$ cat src/rtl/gpr_wb_sched_pkg.sv
// Shared types and constants for the GPR write-back scheduler.
// Latency: n/a (declarations only).
// Backpressure: n/a.
package gpr_wb_sched_pkg;

  localparam int GPR_DEPTH = 5;   // GPR address width
  localparam int GPR_WIDTH = 32;  // GPR data width
  localparam int GPR_SIZE  = 32;  // number of GPRs
  localparam int WB_NREQ   = 4;   // default number of write-back requesters
  localparam int WB_CNT_W  = 2;   // in-flight counter width per GPR

  typedef logic [WB_CNT_W-1:0] cnt_t;

  localparam cnt_t CNT_MAX = '1;

  // One registered GPR write port.
  typedef struct packed {
    logic                 wr;
    logic [GPR_DEPTH-1:0] addr;
    logic [GPR_WIDTH-1:0] data;
  } wr_port_t;

  // Index increment with wrap at n (n need not be a power of two).
  function automatic int wrap_inc(input int idx, input int n);
    return (idx + 1 >= n) ? 0 : idx + 1;
  endfunction

endpackage

$ cat src/rtl/gpr_wb_sched_if.sv
// Bundle between execute-stage producers/decode and the write-back scheduler.
// Latency: n/a (wires only).
// Backpressure: req_ready is the per-requester grant; iss_stall holds decode.
interface gpr_wb_sched_if
  import gpr_wb_sched_pkg::*;
#(
  parameter int NREQ = WB_NREQ
) ();

  logic                      flush;
  logic [NREQ-1:0]           req_valid;
  logic [NREQ*GPR_DEPTH-1:0] req_addr;
  logic [NREQ*GPR_WIDTH-1:0] req_data;
  logic [NREQ-1:0]           req_ready;
  logic                      iss_valid;
  logic [GPR_DEPTH-1:0]      iss_addr;
  logic                      iss_stall;
  logic [GPR_SIZE-1:0]       pending;
  logic                      wr0;
  logic [GPR_DEPTH-1:0]      waddr0;
  logic [GPR_WIDTH-1:0]      wd0;
  logic                      wr1;
  logic [GPR_DEPTH-1:0]      waddr1;
  logic [GPR_WIDTH-1:0]      wd1;

  // Producer/decode side.
  modport master (
    output flush, req_valid, req_addr, req_data, iss_valid, iss_addr,
    input  req_ready, iss_stall, pending,
    input  wr0, waddr0, wd0, wr1, waddr1, wd1
  );

  // Scheduler side.
  modport slave (
    input  flush, req_valid, req_addr, req_data, iss_valid, iss_addr,
    output req_ready, iss_stall, pending,
    output wr0, waddr0, wd0, wr1, waddr1, wd1
  );

endinterface

$ cat src/rtl/gpr_wb_pick.sv
// Rotating two-grant picker: first valid from rr_ptr wins port 0, next valid with a different address wins port 1.
// Latency: purely combinational.
// Backpressure: requesters not granted (incl. same-address losers) simply see no grant and retry.
module gpr_wb_pick
  import gpr_wb_sched_pkg::*;
#(
  parameter int NREQ  = WB_NREQ,
  parameter int AW    = GPR_DEPTH,
  parameter int PTR_W = (NREQ > 1) ? $clog2(NREQ) : 1
) (
  input  logic [NREQ-1:0]    valid,
  input  logic [NREQ*AW-1:0] addr,
  input  logic [PTR_W-1:0]   rr_ptr,
  output logic [NREQ-1:0]    grant,
  output logic [PTR_W-1:0]   idx_a,
  output logic [PTR_W-1:0]   idx_b,
  output logic               v_a,
  output logic               v_b
);

  logic [AW-1:0] a_addr;
  int            j;

  // Scan requesters in rotated order, taking at most two with distinct addresses.
  always_comb begin
    grant  = '0;
    idx_a  = '0;
    idx_b  = '0;
    v_a    = 1'b0;
    v_b    = 1'b0;
    a_addr = '0;
    j      = 0;
    for (int k = 0; k < NREQ; k++) begin
      j = int'(rr_ptr) + k;
      if (j >= NREQ) j = j - NREQ;
      if (valid[j]) begin
        if (!v_a) begin
          v_a      = 1'b1;
          idx_a    = PTR_W'(j);
          a_addr   = addr[j*AW +: AW];
          grant[j] = 1'b1;
        end else if (!v_b && (addr[j*AW +: AW] != a_addr)) begin
          v_b      = 1'b1;
          idx_b    = PTR_W'(j);
          grant[j] = 1'b1;
        end
      end
    end
  end

endmodule

$ cat src/rtl/gpr_wb_sched.sv
// Schedules NREQ write-back producers onto two GPR write ports and tracks in-flight writes per GPR.
// Latency: 1 clk from grant (req_ready) to wr0/wr1; req_ready and iss_stall are combinational.
// Backpressure: ungranted requesters hold until ready; decode stalls when its target counter is saturated.
module gpr_wb_sched
  import gpr_wb_sched_pkg::*;
#(
  parameter int NREQ = WB_NREQ
) (
  input  logic          clk,
  input  logic          rst,
  gpr_wb_sched_if.slave bus
);

  localparam int PTR_W = (NREQ > 1) ? $clog2(NREQ) : 1;

  logic [NREQ-1:0]      valid_g;
  logic [NREQ-1:0]      grant;
  logic [PTR_W-1:0]     rr_ptr;
  logic [PTR_W-1:0]     idx_a;
  logic [PTR_W-1:0]     idx_b;
  logic [PTR_W-1:0]     idx_last;
  logic                 v_a;
  logic                 v_b;
  logic [GPR_DEPTH-1:0] addr_a;
  logic [GPR_DEPTH-1:0] addr_b;
  logic [GPR_WIDTH-1:0] data_a;
  logic [GPR_WIDTH-1:0] data_b;
  wr_port_t             port0;
  wr_port_t             port1;
  cnt_t                 cnt     [GPR_SIZE];
  cnt_t                 cnt_nxt [GPR_SIZE];
  logic [GPR_SIZE-1:0]  inc_vec;
  logic [GPR_SIZE-1:0]  dec_vec;
  logic [GPR_SIZE-1:0]  busy_vec;
  logic                 iss_hit;
  logic                 iss_stall;
  logic                 iss_take;

  // Flush hides every requester from the picker, so no grant and no decrement happen.
  assign valid_g = bus.flush ? '0 : bus.req_valid;

  gpr_wb_pick #(
    .NREQ  (NREQ),
    .AW    (GPR_DEPTH),
    .PTR_W (PTR_W)
  ) u_pick (
    .valid  (valid_g),
    .addr   (bus.req_addr),
    .rr_ptr (rr_ptr),
    .grant  (grant),
    .idx_a  (idx_a),
    .idx_b  (idx_b),
    .v_a    (v_a),
    .v_b    (v_b)
  );

  assign bus.req_ready = grant;
  assign addr_a   = bus.req_addr[int'(idx_a)*GPR_DEPTH +: GPR_DEPTH];
  assign addr_b   = bus.req_addr[int'(idx_b)*GPR_DEPTH +: GPR_DEPTH];
  assign data_a   = bus.req_data[int'(idx_a)*GPR_WIDTH +: GPR_WIDTH];
  assign data_b   = bus.req_data[int'(idx_b)*GPR_WIDTH +: GPR_WIDTH];
  assign idx_last = v_b ? idx_b : idx_a;

  // Round-robin pointer moves just past the last requester granted this cycle.
  always_ff @(posedge clk or posedge rst) begin
    if (rst) begin
      rr_ptr <= '0;
    end else if (v_a) begin
      rr_ptr <= PTR_W'(wrap_inc(int'(idx_last), NREQ));
    end
  end

  // Register the granted pair onto the GPR write ports; address/data only load on a grant.
  always_ff @(posedge clk or posedge rst) begin
    if (rst) begin
      port0 <= '0;
      port1 <= '0;
    end else begin
      port0.wr <= v_a;
      port1.wr <= v_b;
      if (v_a) begin
        port0.addr <= addr_a;
        port0.data <= data_a;
      end
      if (v_b) begin
        port1.addr <= addr_b;
        port1.data <= data_b;
      end
    end
  end

  assign bus.wr0    = port0.wr;
  assign bus.waddr0 = port0.addr;
  assign bus.wd0    = port0.data;
  assign bus.wr1    = port1.wr;
  assign bus.waddr1 = port1.addr;
  assign bus.wd1    = port1.data;

  // A saturated target is fine to issue if one of its writes retires in the same cycle.
  assign iss_hit   = (v_a && (addr_a == bus.iss_addr)) || (v_b && (addr_b == bus.iss_addr));
  assign iss_stall = bus.iss_valid && (cnt[bus.iss_addr] == CNT_MAX) && !iss_hit;
  assign iss_take  = bus.iss_valid && !iss_stall && !bus.flush;
  assign bus.iss_stall = iss_stall;

  // Per-register counter update: issue +1, grant -1, both cancel; flush clears all.
  always_comb begin
    inc_vec  = '0;
    dec_vec  = '0;
    busy_vec = '0;
    for (int r = 0; r < GPR_SIZE; r++) begin
      cnt_nxt[r]  = cnt[r];
      inc_vec[r]  = iss_take && (bus.iss_addr == GPR_DEPTH'(r));
      dec_vec[r]  = (v_a && (addr_a == GPR_DEPTH'(r))) || (v_b && (addr_b == GPR_DEPTH'(r)));
      busy_vec[r] = (cnt[r] != '0);
      if (bus.flush) begin
        cnt_nxt[r] = '0;
      end else if (inc_vec[r] && !dec_vec[r]) begin
        if (cnt[r] != CNT_MAX) cnt_nxt[r] = cnt[r] + cnt_t'(1);
      end else if (dec_vec[r] && !inc_vec[r] && busy_vec[r]) begin
        cnt_nxt[r] = cnt[r] - cnt_t'(1);
      end
    end
  end

  // Scoreboard state.
  always_ff @(posedge clk or posedge rst) begin
    if (rst) begin
      for (int r = 0; r < GPR_SIZE; r++) cnt[r] <= '0;
    end else begin
      for (int r = 0; r < GPR_SIZE; r++) cnt[r] <= cnt_nxt[r];
    end
  end

  assign bus.pending = busy_vec;

`ifndef SYNTHESIS
  // A write-back to a register with nothing in flight means decode and the producers disagree.
  a_no_underflow: assert property (@(posedge clk) disable iff (rst)
    ((dec_vec & ~inc_vec & ~busy_vec) == '0))
    else $error("gpr_wb_sched: write-back to register with no in-flight issue");
`endif

endmodule
$ cat src/flat_wrapper.sv
// flat-port wrapper written by rule: the top's interface ports become plain ports
module gpr_wb_sched_flat import gpr_wb_sched_pkg::*;
#(
  parameter int NREQ = WB_NREQ
)
  (clk, rst, bus_flush, bus_req_valid, bus_req_addr, bus_req_data, bus_iss_valid, bus_iss_addr, bus_req_ready, bus_iss_stall, bus_pending, bus_wr0, bus_waddr0, bus_wd0, bus_wr1, bus_waddr1, bus_wd1);
  gpr_wb_sched_if #(.NREQ(NREQ)) bus_i ();
  input  logic clk;
  input  logic rst;
  input wire logic [$bits(bus_i.flush)-1:0] bus_flush;
  input wire logic [$bits(bus_i.req_valid)-1:0] bus_req_valid;
  input wire logic [$bits(bus_i.req_addr)-1:0] bus_req_addr;
  input wire logic [$bits(bus_i.req_data)-1:0] bus_req_data;
  input wire logic [$bits(bus_i.iss_valid)-1:0] bus_iss_valid;
  input wire logic [$bits(bus_i.iss_addr)-1:0] bus_iss_addr;
  output wire logic [$bits(bus_i.req_ready)-1:0] bus_req_ready;
  output wire logic [$bits(bus_i.iss_stall)-1:0] bus_iss_stall;
  output wire logic [$bits(bus_i.pending)-1:0] bus_pending;
  output wire logic [$bits(bus_i.wr0)-1:0] bus_wr0;
  output wire logic [$bits(bus_i.waddr0)-1:0] bus_waddr0;
  output wire logic [$bits(bus_i.wd0)-1:0] bus_wd0;
  output wire logic [$bits(bus_i.wr1)-1:0] bus_wr1;
  output wire logic [$bits(bus_i.waddr1)-1:0] bus_waddr1;
  output wire logic [$bits(bus_i.wd1)-1:0] bus_wd1;
  assign bus_i.flush = bus_flush;
  assign bus_i.req_valid = bus_req_valid;
  assign bus_i.req_addr = bus_req_addr;
  assign bus_i.req_data = bus_req_data;
  assign bus_i.iss_valid = bus_iss_valid;
  assign bus_i.iss_addr = bus_iss_addr;
  assign bus_req_ready = bus_i.req_ready;
  assign bus_iss_stall = bus_i.iss_stall;
  assign bus_pending = bus_i.pending;
  assign bus_wr0 = bus_i.wr0;
  assign bus_waddr0 = bus_i.waddr0;
  assign bus_wd0 = bus_i.wd0;
  assign bus_wr1 = bus_i.wr1;
  assign bus_waddr1 = bus_i.waddr1;
  assign bus_wd1 = bus_i.wd1;
  gpr_wb_sched #(.NREQ(NREQ)) u_core (.clk(clk), .rst(rst), .bus(bus_i));
endmodule
$ cat config.mk
export PLATFORM = sky130hd
export DESIGN_NAME = gpr_wb_sched_flat
export DESIGN_NICKNAME = d
export VERILOG_FILES = /design/src/rtl/gpr_wb_sched_pkg.sv /design/src/rtl/gpr_wb_sched_if.sv /design/src/rtl/gpr_wb_pick.sv /design/src/rtl/gpr_wb_sched.sv /design/src/flat_wrapper.sv
export SDC_FILE = /design/constraint.sdc
export NUM_CORES = 1
export LEC_CHECK = 0
export BUFFER_PORTS_ARGS = -buffer_cell sky130_fd_sc_hd__buf_2
export CORE_MARGIN = 1.5
export CORE_UTILIZATION = 46
export CTS_CLUSTER_SIZE = 30
export DETAILED_ROUTE_END_ITERATION = 10
export GPL_TIMING_DRIVEN = 1
export PLACE_DENSITY = 0.68
export SLEW_MARGIN = 20
export SYNTH_ARGS = -nofsm -noshare
export SYNTH_HDL_FRONTEND = slang
export SYNTH_SLANG_ARGS = --single-unit
$ cat constraint.sdc
create_clock -name clk -period 8.85 [get_ports clk]
set_input_delay 0.4425 -clock clk [delete_from_list [all_inputs] [get_ports clk]]
set_output_delay 0.4425 -clock clk [all_outputs]
set_load 0.005 [all_outputs]
== After elaboration in Yosys (flattened, before gate mapping) ==
Cells that the tools add are included.
Storage, ports and cells
  word-level logic and storage cells: 913
  output and inout bits: 113
  register bits after elaboration: 142
Operators by class
  shift-type cells: 8
  $lt $le $gt $ge: 14
  bitwise gates (word level): 4
  multiplexer cells: 202
  equal/unequal tests: 163
  reduce and logical (&&, ||, !) cells: 405
  add/sub/neg operators: 72
  multipliers: 6
Operators by type and width (number)
  2-bit two-way mux: 148
  128-bit by 8-bit variable part select with 32-bit output: 2
  5-bit equality test (second input constant): 48
  1-bit logical AND: 204
  20-bit by 32-bit variable part select with 5-bit output: 6
  32-bit by 1-bit >= comparator with 1-bit output (second input constant): 4
  32-bit by 4-bit less-than comparator with 1-bit output (second input constant): 4
  32-bit by 4-bit multiplier with 32-bit output (second input constant): 4
  32-bit two-way mux: 4
  5-bit by 4-bit equality test with 1-bit output (second input constant): 24
  3-bit inequality test (second input constant): 32
  3-bit nonzero test: 32
  1-bit zero test: 69
  2-bit by 1-bit adder with 2-bit output (second input constant): 32
  2-bit inequality test (second input constant): 32
  2-bit AND reduction: 32
  2-bit nonzero test: 32
  2-bit by 1-bit subtractor with 2-bit output (second input constant): 32
  5-bit by 3-bit equality test with 1-bit output (second input constant): 12
  4-bit two-way mux: 11
  1-bit logical OR: 33
  5-bit by 2-bit equality test with 1-bit output (second input constant): 6
  1-bit two-way mux: 25
  5-bit two-way mux: 5
  18 further kinds: 41

== Longest topological paths before layout ==
  word-level depth: 37
  gate-level depth with buffers: 30
  gate-level depth less buffers: 22

== Cells and area by module ==
From an unflattened synthesis, not the netlist that was laid out.
Unflattened totals
  cells, all modules: 1321
  area, all modules: 13292.7 sq um
Modules (own cells, without submodules)
  gpr_wb_sched: cells each 926, instances 1, area each 10112.2 sq um
  gpr_wb_pick: cells each 395, instances 1, area each 3180.6 sq um

== Worst setup path after synthesis ==
No wires, ideal clock.
  path type: reg2reg
  from: reg u_core.rr_ptr[0]
  to: reg u_core.cnt[56] in the netlist's numbering
  data arrival time: 6.920 ns
  cell stages (with the launch flop): 28
  required time: 8.758 ns
  setup time: 0.092 ns
  path buffers: 8
  setup slack: 1.838 ns
  path through: dfrtp_1 buf_6 buf_6 buf_2 clkinv_1 ha_1 clkbuf_1 clkbuf_1 clkbuf_1 and2_1 ha_1 or4b_2 o22a_1 a21oi_1 a311oi_1 xnor2_1 or4_4 nand4_2 and2_4 buf_6 a211oi_2 o31a_1 nor3_2 a41oi_4 buf_8 nor4_2 mux2_2 o31ai_2
Between the ends
  cells in the longest elaborated chain, start to end: 36
  elaborated cells on any way between the ends: 106
Ends and longest elaborated chain
  start: declaration: RTL line gpr_wb_sched.sv:18  | logic [PTR_W-1:0] rr_ptr;
  start signal: assignment: RTL line gpr_wb_sched.sv:69  | rr_ptr <= PTR_W'(wrap_inc(int'(idx_last), NREQ));
  parallel branches: the longest is 36 deep, another holds 32-bit by 4-bit multiplier with 32-bit output
  end: declaration: RTL line gpr_wb_sched.sv:30  | cnt_t cnt [GPR_SIZE];
Parallel ways; which one is timed is not known. The select of a mux whose other input is x is not followed.
A chain may end at the register's enable or synchronous reset.

== Final worst setup path ==
  from: reg u_core.rr_ptr[0]
  to: out bus_iss_stall
Between the ends
  cells in the longest elaborated chain, start to end: 27
  elaborated cells on any way between the ends: 87
Ends and longest elaborated chain
  parallel branches: the longest is 24 deep, another holds 32-bit by 4-bit multiplier with 32-bit output
  1-bit logical OR *: RTL line gpr_wb_sched.sv:100  | assign iss_hit = (v_a && (addr_a == bus.iss_addr)) || (v_b && (addr_b == bus.iss_addr));
  1-bit zero test *: RTL line gpr_wb_sched.sv:101  | assign iss_stall = bus.iss_valid && (cnt[bus.iss_addr] == CNT_MAX) && !iss_hit;
  1-bit logical AND *: RTL line gpr_wb_sched.sv:101
  end: declaration: RTL line flat_wrapper.sv:17  | output wire logic [$bits(bus_i.iss_stall)-1:0] bus_iss_stall;
Every way passes the cells marked *. The select of a mux whose other input is x is not followed.

==> results list <==
* Starting DRC count in detailed routing: roughly 1.4k
* Worst clock skew: 15.5 ps
* Via count: roughly 14k
- Pin count of the biggest net entering global routing: 79
- Async set-reset flop share out of synthesis: 100%
- For the finished layout, the period the worst path requires is about 7700 ps.
- The number of antenna violations at the first check in global routing is 0.
- Pint: 0.00292 W
- Counting distinct cell types in the post-synthesis netlist gives approximately 110.
* Number of global-route vias before repair: roughly 14k
- Count of maximum capacitance violations: 0
* Overall routed net length: slightly below 50 mm
- Across every metal layer, demand over resource in global routing totals between 30% and 40%.
- The worst-case IR drop observed on VDD is between 0.2 and 0.3 mV.
- Clock transition at path regs: 80 ps
* Clock share of power: between 10% and 20%
- Cts bufs inserted: 17
- Area growth from synthesis to layout: 14.6%
- Gate power share: a little under three quarters
- Sequential element share of the synthesized area: 25.0%
- The region available for standard cell placement spans 30,500 um^2.
- Commonest cells after routing, fill and taps aside: sky130_fd_sc_hd__buf_2, sky130_fd_sc_hd__nand2_1, sky130_fd_sc_hd__o21ai_0
- Counting every net in the synthesized netlist gives 1,866.
- Yosys printed 0 warnings.
- The die is 179 um wide.
- Cell Chain, Critical Path: clkinv_1 -> buf_4 -> ha_1 -> nor2b_1 -> ha_1 -> mux4_2 -> a221o_1 -> a2111oi_1 -> nor2_1 -> xor2_1 -> a211o_1 -> nor2_1 -> o41a_1 -> nand2_4 -> mux2i_1 -> xnor2_1 -> mux2i_1 -> a41oi_4 -> buf_4 -> buf_2
- The most critical setup path has its startpoint at u_core.rr_ptr[0]$_DFFE_PP0P_.
- Number of buffers inserted for hold repair after clock tree synthesis: 0
- In this run the remaining antenna-violating nets after routing total 0.
- During I/O placement, the number of pins put on the boundary was between 200 and 300.
* Slowest library cell on the worst path: sky130_fd_sc_hd__a41oi_4
- The library cell used most frequently in the layout, excluding fill and tap cells, is sky130_fd_sc_hd__buf_2.
* Row cnt: 64
* Psw: ~0.0031 W
- Setup TNS after final layout: 0 ps
* Root buffer cell: sky130_fd_sc_hd__clkbuf_16
- Clock latency reported for the late side of the worst-skew pair: 430 ps
- Sequential group share of total power: between 15 and 20%
- After synthesis the netlist holds a flip-flop and latch count of roughly 140.
* Vias per inst: between 6 and 7
* Count of buffers from port buffering: between 200 and 300
- RSZ-0062 raised after global routing: no
* Hold Violations, Final: 0
* Effective utilization at floorplan: a little under half
- The longest clock path from root to sink contains 2 buffers.
- Final Max Tran Viols: 0
- Static timing analysis puts the maximum clock frequency at around 130 MHz.
- Final core area utilization: 53.4%
- STA classifies the critical path endpoint as an output pin.
- Die height: 179 um
* Clock sink total: between 100 and 150
- Summed over all cells, the static leakage comes to ~7.0 nW.
* Period utilisation layout: about 87%
* Metal1 wirelength: around 20 mm
- Once the clock tree was built, the setup fixing pass inserted 0 buffers.
- Number of cells produced by synthesis: roughly 1.7k
* Post-Synthesis Mean Instance Area: approximately 8.4 um^2
- Worst setup path class: reg -> out
* Required @ worst endpoint: approximately 8400 ps
* Dominant register cell in the synthesized netlist: sky130_fd_sc_hd__dfrtp_1
* Detailed-routing iteration count for the pre-antenna-repair pass: 5
- Number of nets at the end of the flow: between 2k and 2.5k
* First-pass GRT wire length: 75.2 mm
* Wire length on met3: around 4 mm
- For the worst setup path, the data arrival time is roughly 7300 ps.
* Grt ovf: 0
- Number of flops mapped to enable cells by yosys: 0
* Status: complete, no violations
* Delay of the slowest critical-path stage: approximately 770 ps
- Routability-driven placement finished with a final weighted congestion of 0.955.
- 0 antenna diodes ended up in the layout.
- The post-route netlist has between 20% and 30% of its cells at a drive strength greater than 1.
* Tightest slew margin relative to the limit: between 40 and 50%
- After detailed routing, the average wire length per cell comes to 21.0 um.
- Met2 routed wirelength: 22.4 mm
- Largest fanout on the critical path: 31
- The path class of the tightest hold or removal check is in -> async.
* # resized after CTS: 0
* Reg-to-Reg Start: u_core.rr_ptr[0]$_DFFE_PP0P_
- STA classifies the critical path startpoint as a flop.
- DP HPWL: between 30 and 40 mm
* Final count of negative-setup-slack endpoints: 0
- After synthesis the cells add up to about 14,000 um^2.
- For this design the ratio of total power to cell area is 371 nW/um^2.
- Number of H-tree branching levels: 4
- In this run switching power makes up approximately half of total power.
- Top layer reached by signal wires: met4
* Worst-Margin Slew: ~890 ps
- Clock tree from TritonCTS: yes
- The floorplan step defined a die boundary enclosing 32,000 um^2.
* DR DRC count: 0
==> sequential cells by signal (all words and copies together) (netlist names) <==
| name | flops |
|---|---|
| u_core.bus.wd0 | 32 |
| u_core.bus.wr0 | 1 |
| u_core.rr_ptr | 2 |
| u_core.bus.waddr0 | 5 |
| u_core.cnt | 64 |
| u_core.bus.wr1 | 1 |
| u_core.bus.waddr1 | 5 |
| u_core.bus.wd1 | 32 |
==> per-stage QoR <==
step	cells	area [um^2]	hold slack [ps]	power [W]	worst slack [ps]
after global routing	2287	16300	202	0.00650	770
after floorplan	1689	14200	471	0.00416	1840
after CTS	2287	16300	182	0.00599	1320
after detailed placement	2255	15700	465	0.00524	1510
after global placement	2255	15700	457	0.00518	1650
final	2287	16300	138	0.00605	1150
==> Yosys cell counts, drive strengths merged (32+ instances only) <==
library cell,n,area [um^2]
clkbuf,76,287
o21ai,177,890
inv,33,124
mux2,118,1330
mux2i,152,1530
buf,45,268
nor2,120,455
dfrtp,142,3550
or2,36,225
nor2b,32,200
nand2,234,878
nand3,51,260
a21oi,58,290
==> logic make-up (layout without fill, tap and decap cells) <==
group | Yosys count | count (layout) | synth area share [%]
buffers and inverters | 156 | 358 | 4.82
DFF | 142 | 142 | 25.0
and+or+nand+nor | 640 | 640 | 23.9
adders and majority gates | 16 | 16 | 1.46
AOI/OAI and AO/OA | 416 | 416 | 19.1
xor gates and xnor gates | 22 | 22 | 1.35
muxes | 297 | 297 | 24.3
==> metal layers <==
layer / up-vias / track usage (%)
met1: 6812 / 38.9
met3: 123 / 6.96
li1: 6610 / -
met5: - / 0
met4: 0 / 10.5
met2: 651 / 49.5
==> final timing paths <==
check / slack (ps) / endpoint / cells after the start
min reg2reg: 480 / u_core.bus.wd1[21]$_DFFE_PP0P_ / 2
max in group asynchronous: 7290 / u_core.rr_ptr[0]$_DFFE_PP0P_ / 3
min in group clk: 430 / u_core.bus.wd1[11]$_DFFE_PP0P_ / 5
max reg2reg: 1320 / u_core.cnt[35]$_DFFE_PP0P_ / 22
max: 1150 / bus_iss_stall / 20
min: 140 / u_core.bus.wd0[7]$_DFFE_PP0P_ / 2
==> cell type report <==
type,count,area (um^2)
Fill cell,2846,14200
Multi-Input combinational cell,1391,10000
Sequential cell,142,3550
Timing Repair Buffer,291,1500
Tap cell,396,495
Clock buffer,17,425
Clock inverter,15,155
Inverter,35,136
==> worst max-delay path: cells and delay by family, from the launching register on <==
family,cells,cell delay [ps]
mux,3,910
flops,1,400
compound gates,5,2310
fa+ha+maj,2,950
simple gates,4,1120
buf+inv,4,790
xor+xnor,2,330
==> power by group through the flow <==
stage | combinational (W) | sequential, W | clock (W)
after detailed placement | 0.00427 | 0.000973 | 0
after CTS | 0.00427 | 0.000967 | 0.000749
final | 0.00434 | 0.000965 | 0.000738
after floorplan | 0.00319 | 0.000977 | 0
after global routing | 0.00474 | 0.000985 | 0.000777
after global placement | 0.00421 | 0.000970 | 0
Power figures use the tool's default switching activity.
